`src/rtl/microcode_sequencer.sv`:
```
// Multi-cycle control sequencer: FETCH/DECODE/EXECUTE/MEMORY/WRITEBACK with an absorbing TRAP
// state for illegal micro-ops, plus a retired-instruction counter.
module microcode_sequencer (
  input  logic        clk,
  input  logic        reset,
  input  logic [5:0]  uop_addr,
  input  logic        imem_ready,
  input  logic        dmem_ready,
  input  logic        branch_taken,
  output logic        imem_req,
  output logic        ir_write,
  output logic        alu_en,
  output logic        dmem_req,
  output logic        dmem_we,
  output logic        reg_we,
  output logic        pc_write,
  output logic [1:0]  pc_src,
  output logic [5:0]  uop_q,
  output logic [2:0]  state_q,
  output logic        trap,
  output logic [31:0] instret
);

  typedef enum logic [2:0] {
    S_FETCH     = 3'd0,
    S_DECODE    = 3'd1,
    S_EXECUTE   = 3'd2,
    S_MEMORY    = 3'd3,
    S_WRITEBACK = 3'd4,
    S_TRAP      = 3'd5
  } state_e;

  localparam logic [5:0] UOP_NOP    = 6'd0;
  localparam logic [5:0] UOP_LOAD   = 6'd11;
  localparam logic [5:0] UOP_STORE  = 6'd12;
  localparam logic [5:0] UOP_BRANCH = 6'd13;
  localparam logic [5:0] UOP_JAL    = 6'd25;
  localparam logic [5:0] UOP_JALR   = 6'd26;
  localparam logic [5:0] UOP_LAST   = 6'd26;

  state_e      st_q, st_d;
  logic [5:0]  uop_d;
  logic        br_q, br_d;
  logic [31:0] instret_q, instret_d;

  always_ff @(posedge clk or posedge reset) begin
    if (reset) begin
      st_q      <= S_FETCH;
      uop_q     <= 6'd0;
      br_q      <= 1'b0;
      instret_q <= 32'd0;
    end else begin
      st_q      <= st_d;
      uop_q     <= uop_d;
      br_q      <= br_d;
      instret_q <= instret_d;
    end
  end

  always_comb begin
    st_d      = st_q;
    uop_d     = uop_q;
    br_d      = br_q;
    instret_d = instret_q;
    imem_req  = 1'b0;
    ir_write  = 1'b0;
    alu_en    = 1'b0;
    dmem_req  = 1'b0;
    dmem_we   = 1'b0;
    reg_we    = 1'b0;
    pc_write  = 1'b0;
    pc_src    = 2'd0;

    unique case (st_q)
      S_FETCH: begin
        imem_req = 1'b1;
        if (imem_ready) begin
          ir_write = 1'b1;
          st_d     = S_DECODE;
        end
      end
      S_DECODE: begin
        uop_d = uop_addr;
        br_d  = 1'b0;
        st_d  = (uop_addr > UOP_LAST) ? S_TRAP : S_EXECUTE;
      end
      S_EXECUTE: begin
        alu_en = 1'b1;
        if (uop_q == UOP_BRANCH) br_d = branch_taken;
        st_d = (uop_q == UOP_LOAD || uop_q == UOP_STORE) ? S_MEMORY : S_WRITEBACK;
      end
      S_MEMORY: begin
        dmem_req = 1'b1;
        dmem_we  = (uop_q == UOP_STORE);
        if (dmem_ready) st_d = S_WRITEBACK;
      end
      S_WRITEBACK: begin
        pc_write  = 1'b1;
        reg_we    = !(uop_q == UOP_NOP || uop_q == UOP_STORE || uop_q == UOP_BRANCH);
        instret_d = instret_q + 32'd1;
        st_d      = S_FETCH;
        if (uop_q == UOP_BRANCH && br_q) pc_src = 2'd1;
        else if (uop_q == UOP_JAL)       pc_src = 2'd2;
        else if (uop_q == UOP_JALR)      pc_src = 2'd3;
      end
      S_TRAP: st_d = S_TRAP;
      default: st_d = S_FETCH;
    endcase

    // The register state already reads FETCH during reset; this keeps imem_req low as well.
    if (reset) begin
      imem_req = 1'b0;
      ir_write = 1'b0;
      alu_en   = 1'b0;
      dmem_req = 1'b0;
      dmem_we  = 1'b0;
      reg_we   = 1'b0;
      pc_write = 1'b0;
      pc_src   = 2'd0;
    end
  end

  assign state_q = st_q;
  assign trap    = (st_q == S_TRAP);
  assign instret = instret_q;

endmodule

```
`config.mk`:
```
export PLATFORM = sky130hd
export DESIGN_NAME = microcode_sequencer
export DESIGN_NICKNAME = d
export VERILOG_FILES = /design/src/rtl/microcode_sequencer.sv
export SDC_FILE = /design/constraint.sdc
export NUM_CORES = 1
export LEC_CHECK = 0
export BUFFER_PORTS_ARGS = -buffer_cell sky130_fd_sc_hd__clkbuf_2
export CORE_ASPECT_RATIO = 0.6
export CORE_MARGIN = 1.5
export CORE_UTILIZATION = 35
export CTS_CLUSTER_DIAMETER = 80
export DETAILED_ROUTE_END_ITERATION = 7
export GPL_TIMING_DRIVEN = 0
export RECOVER_POWER = 50
export SLEW_MARGIN = 10
export SYNTH_ARGS = -nofsm -noshare
export SYNTH_HDL_FRONTEND = slang
export SYNTH_SLANG_ARGS = --single-unit
```
`constraint.sdc`:
```
create_clock -name clk -period 2.94 [get_ports clk]
set_clock_uncertainty 0.2 [all_clocks]
set_input_delay 0.294 -clock clk [delete_from_list [all_inputs] [get_ports clk]]
set_output_delay 0.294 -clock clk [all_outputs]
set_load 0.05 [all_outputs]
```
==> results by group <==
Outcome
  – Status: finished clean

Layout
  – Fillers: between 600 and 700
  – Ant diodes: 0
  – Area Growth Syn to Fin: 23.56%
  – Nets: 280
  – Layout cells sized above 1: 22.01%
  – Sequential Area: ~1100 um2
  – Multi-input combinational cell area: 1110 um2

Power
  – Leakage power: approximately 0.0011 uW
  – Cell Pwr Density: around 850 nW/um2
  – Worst IR Drop VDD: between 0.4 and 0.5 mV

GRT
  – GRT Util Overall: 15.56%
  – Initial antenna violation count: 0
  – Pin count of the biggest net entering global routing: 44
  – Congestion Overflow GR: 0
  – Vias in the first global route: roughly 1,600
  – First-pass GRT wire length: 8307 um

Min path
  – Worst min-delay path class: input port to register
  – Worst Hold Launch: branch_taken

Die
  – Initial Util: 36.24%
  – Die height: roughly 65 um
  – Die area: approximately 6800 um2
  – Rows: 22
  – Die width: roughly 110 um
  – IO Pins: just over 60
  – Core area: 6111 um2

Logic synthesis
  – Largest area contributor in the netlist: dfrtp_1
  – Synth Area in Simple Gates: 26.33%
  – Ys flop type: dfrtp_1
  – Adder-cell share of the synthesized area: less than 1%
  – Seq cells post-synth: 42
  – Largest family of logic cells by synthesized area: simple AND/OR/NAND/NOR gates
  – Sequential element share of the synthesized area: roughly 47%
  – Yosys top cell area share: between 40% and 50%
  – Post-synthesis mux area share: under 10%
  – Most frequent cell after synthesis: dfrtp_1
  – XOR/XNOR Fraction of Synth Area: approximately an eighth
  – Mapped cell area: approximately 2200 um2
  – Post-synthesis compound-gate area fraction: under 10%
  – Netlist cell types: 46
  – Asr flop ratio synth: between 90% and 100%
  – Syn_nets: approximately 210
  – Synthesis Warnings: 0
  – Number of synthesized flops with an enable pin: 0
  – Most frequent cells after synthesis: 42 x dfrtp_1, 28 x xnor2_1, 14 x nand4_1
  – Ranking of synthesized cells by area: dfrtp_1 47%, xnor2_1 11%, mux2_2 4.1%
  – Synth Area per Inst: roughly 11 um2
  – Synth Instances: 197

Worst setup path
  – CP startpoint kind: input port
  – Kind of critical path: input port to output port
  – Critical path startpoint: reset
  – Maximum fanout along the worst path: 6
  – Arrival time at the worst endpoint: approximately 2.2 ns
  – CP max stage delay: approximately 0.52 ns
  – Top Family by Delay on Critical Path: buffers and inverters
  – CP Capture Type: output port
  – Worst Path Required: approximately 2.5 ns
  – Worst r2r src: uop_q[2]
  – Cells along the critical path: dlygate4sd3_1 > clkbuf_1 > clkinvlp_2 > and2_1 > nand2b_1 > nor4b_4 > clkbuf_2
  – Critical path's slowest cell: dlygate4sd3_1
  – WP buf/inv: 4

CTS
  – Clock latency on the worst-skew pair: 0.29 ns
  – TritonCTS clock tree: built
  – H-tree depth: 2
  – PostCTS Resize Cnt: 0
  – CTS sink count: 42
  – Root Driver: clkbuf_8
  – Clock buffer depth: 2
  – Clock transition at path regs: 0.08 ns
  – CTS Buf Count: 5

Place
  – I/O Buffers: ~60
  – DPL Wire Length: ~3800 um
  – Placer Congestion: 0.7650

Route
  – Post-DRT Antenna Nets: 0
  – Average wire per standard cell: 15.03 um
  – First DRT Iteration DRCs: just over 60
  – DR vias: about 1,800
  – Vias per cell: approximately 5.0
  – Iteration count of the initial detailed-routing pass: 4
  – Remaining DRCs: 0
  – DRT Wirelength: between 5000 and 6000 um

Timing
  – Slew HR: just under 20%
  – Max Slew Vio Count: 0
  – Achievable clock frequency: ~0.37 GHz
  – Minimum clock period: 2.686 ns
  – Worst Hold Margin: 0.04043 ns
  – Setup TNS: 0 ns
  – Endpoints failing hold: 0
  – Final setup violation count: 0
  – Slew @ Worst Pin: ~1.2 ns
  – RSZ-0062 raised after global routing: false
  – Period Utilization, post-route: between 90 and 100%

Flow run
  – Max-cap violations: 0
worst paths after layout:
path | slack (ns) | to | cells past startpoint
setup / recovery | 0.25 | pc_src[1] | 7
hold / removal | 0.04 | br_q | 2
setup reg to reg | 0.96 | br_q | 4
hold reg to reg | 0.29 | instret[31] | 1
max in group asynchronous | 0.78 | instret[9] | 4
min in group asynchronous | 0.74 | br_q | 3
worst reg2reg max path: cells and delay by family (launching register included):
kind | cells | cell delay, ns
mux | 1 | 0.37
simple gates | 3 | 0.77
flops | 1 | 0.53
where the power goes:
part | total [uW] | internal, uW | switching, uW
Combinational | 1040 | 307 | 730
Clock | 465 | 272 | 193
Sequential | 829 | 674 | 155
layout by cell type, fill, tap and decap left out, drive strengths merged, types with 2 or more instances in the layout:
master | netlist | layout
buf | 9 | 9
nand3 | 11 | 11
mux2 | 8 | 8
and4bb | 2 | 2
nand2b | 7 | 7
nor4 | 6 | 6
nor3b | 4 | 4
clkinvlp | 0 | 2
and2 | 7 | 7
nor3 | 3 | 3
a2111oi | 2 | 2
nand2 | 13 | 13
and4 | 4 | 4
nand4 | 15 | 15
xor2 | 4 | 4
o21ai | 2 | 2
clkbuf | 0 | 68
and3 | 6 | 6
nor2 | 6 | 6
a21oi | 3 | 3
xnor2 | 28 | 28
nor2b | 2 | 2
dfrtp | 42 | 42
logic make-up (layout without fill, tap and decap cells):
logic type	Yosys count	after routing
flip-flops	42	42
AO/OA/AOI/OAI	13	13
XOR/XNOR	32	32
multiplexers	8	8
AND/OR/NAND/NOR	90	90
adder cells (fa/ha/maj)	1	1
buffers and inverters	11	82
cell type report:
class                   instances  area share [%]
plain buffers                   9           2.835
clock buffers                   6           3.018
clock inverters                 1           1.097
inverters                       2          0.3201
multi-input cells             144           40.56
flip-flops and latches         42           38.41
well taps                      84           3.841
repair buffers                 63           9.739
repair inverters                1          0.1829
registers in the layout, summed over array words and instances, names as in the netlist:
name / cells
uop_q: 6
instret: 32
state_q: 3
br_q: 1
through the flow:
step                worst slack (ns)  power [uW]  area [um2]  util, %  instances
finish                        0.2539        2331        2736    44.78        352
global route                  0.1911        2445        2736    44.78        352
CTS                           0.1783        2368        2773    45.37        349
detailed placement            0.1826        1899        2660    43.53        342
global placement              0.1736        1892        2660    43.53        342
floorplan                    0.01294        1650        2250        -        197
metal layers:
layer	up-vias	global-route usage [%]	routed length [um]
li1	855	-	-
met1	862	25.90	3035
met2	34	19.56	2035
met3	4	3.018	181
met4	0	4.054	38
met5	-	0	0
repair_timing:
action	4_1_cts	5_1_grt
hold buffers	0	2
hold endpoints to repair	0	21
setup buffers	0	0
endpoints found under the setup margin	0	2
No activity file was read; power rests on OpenSTA's default activity.
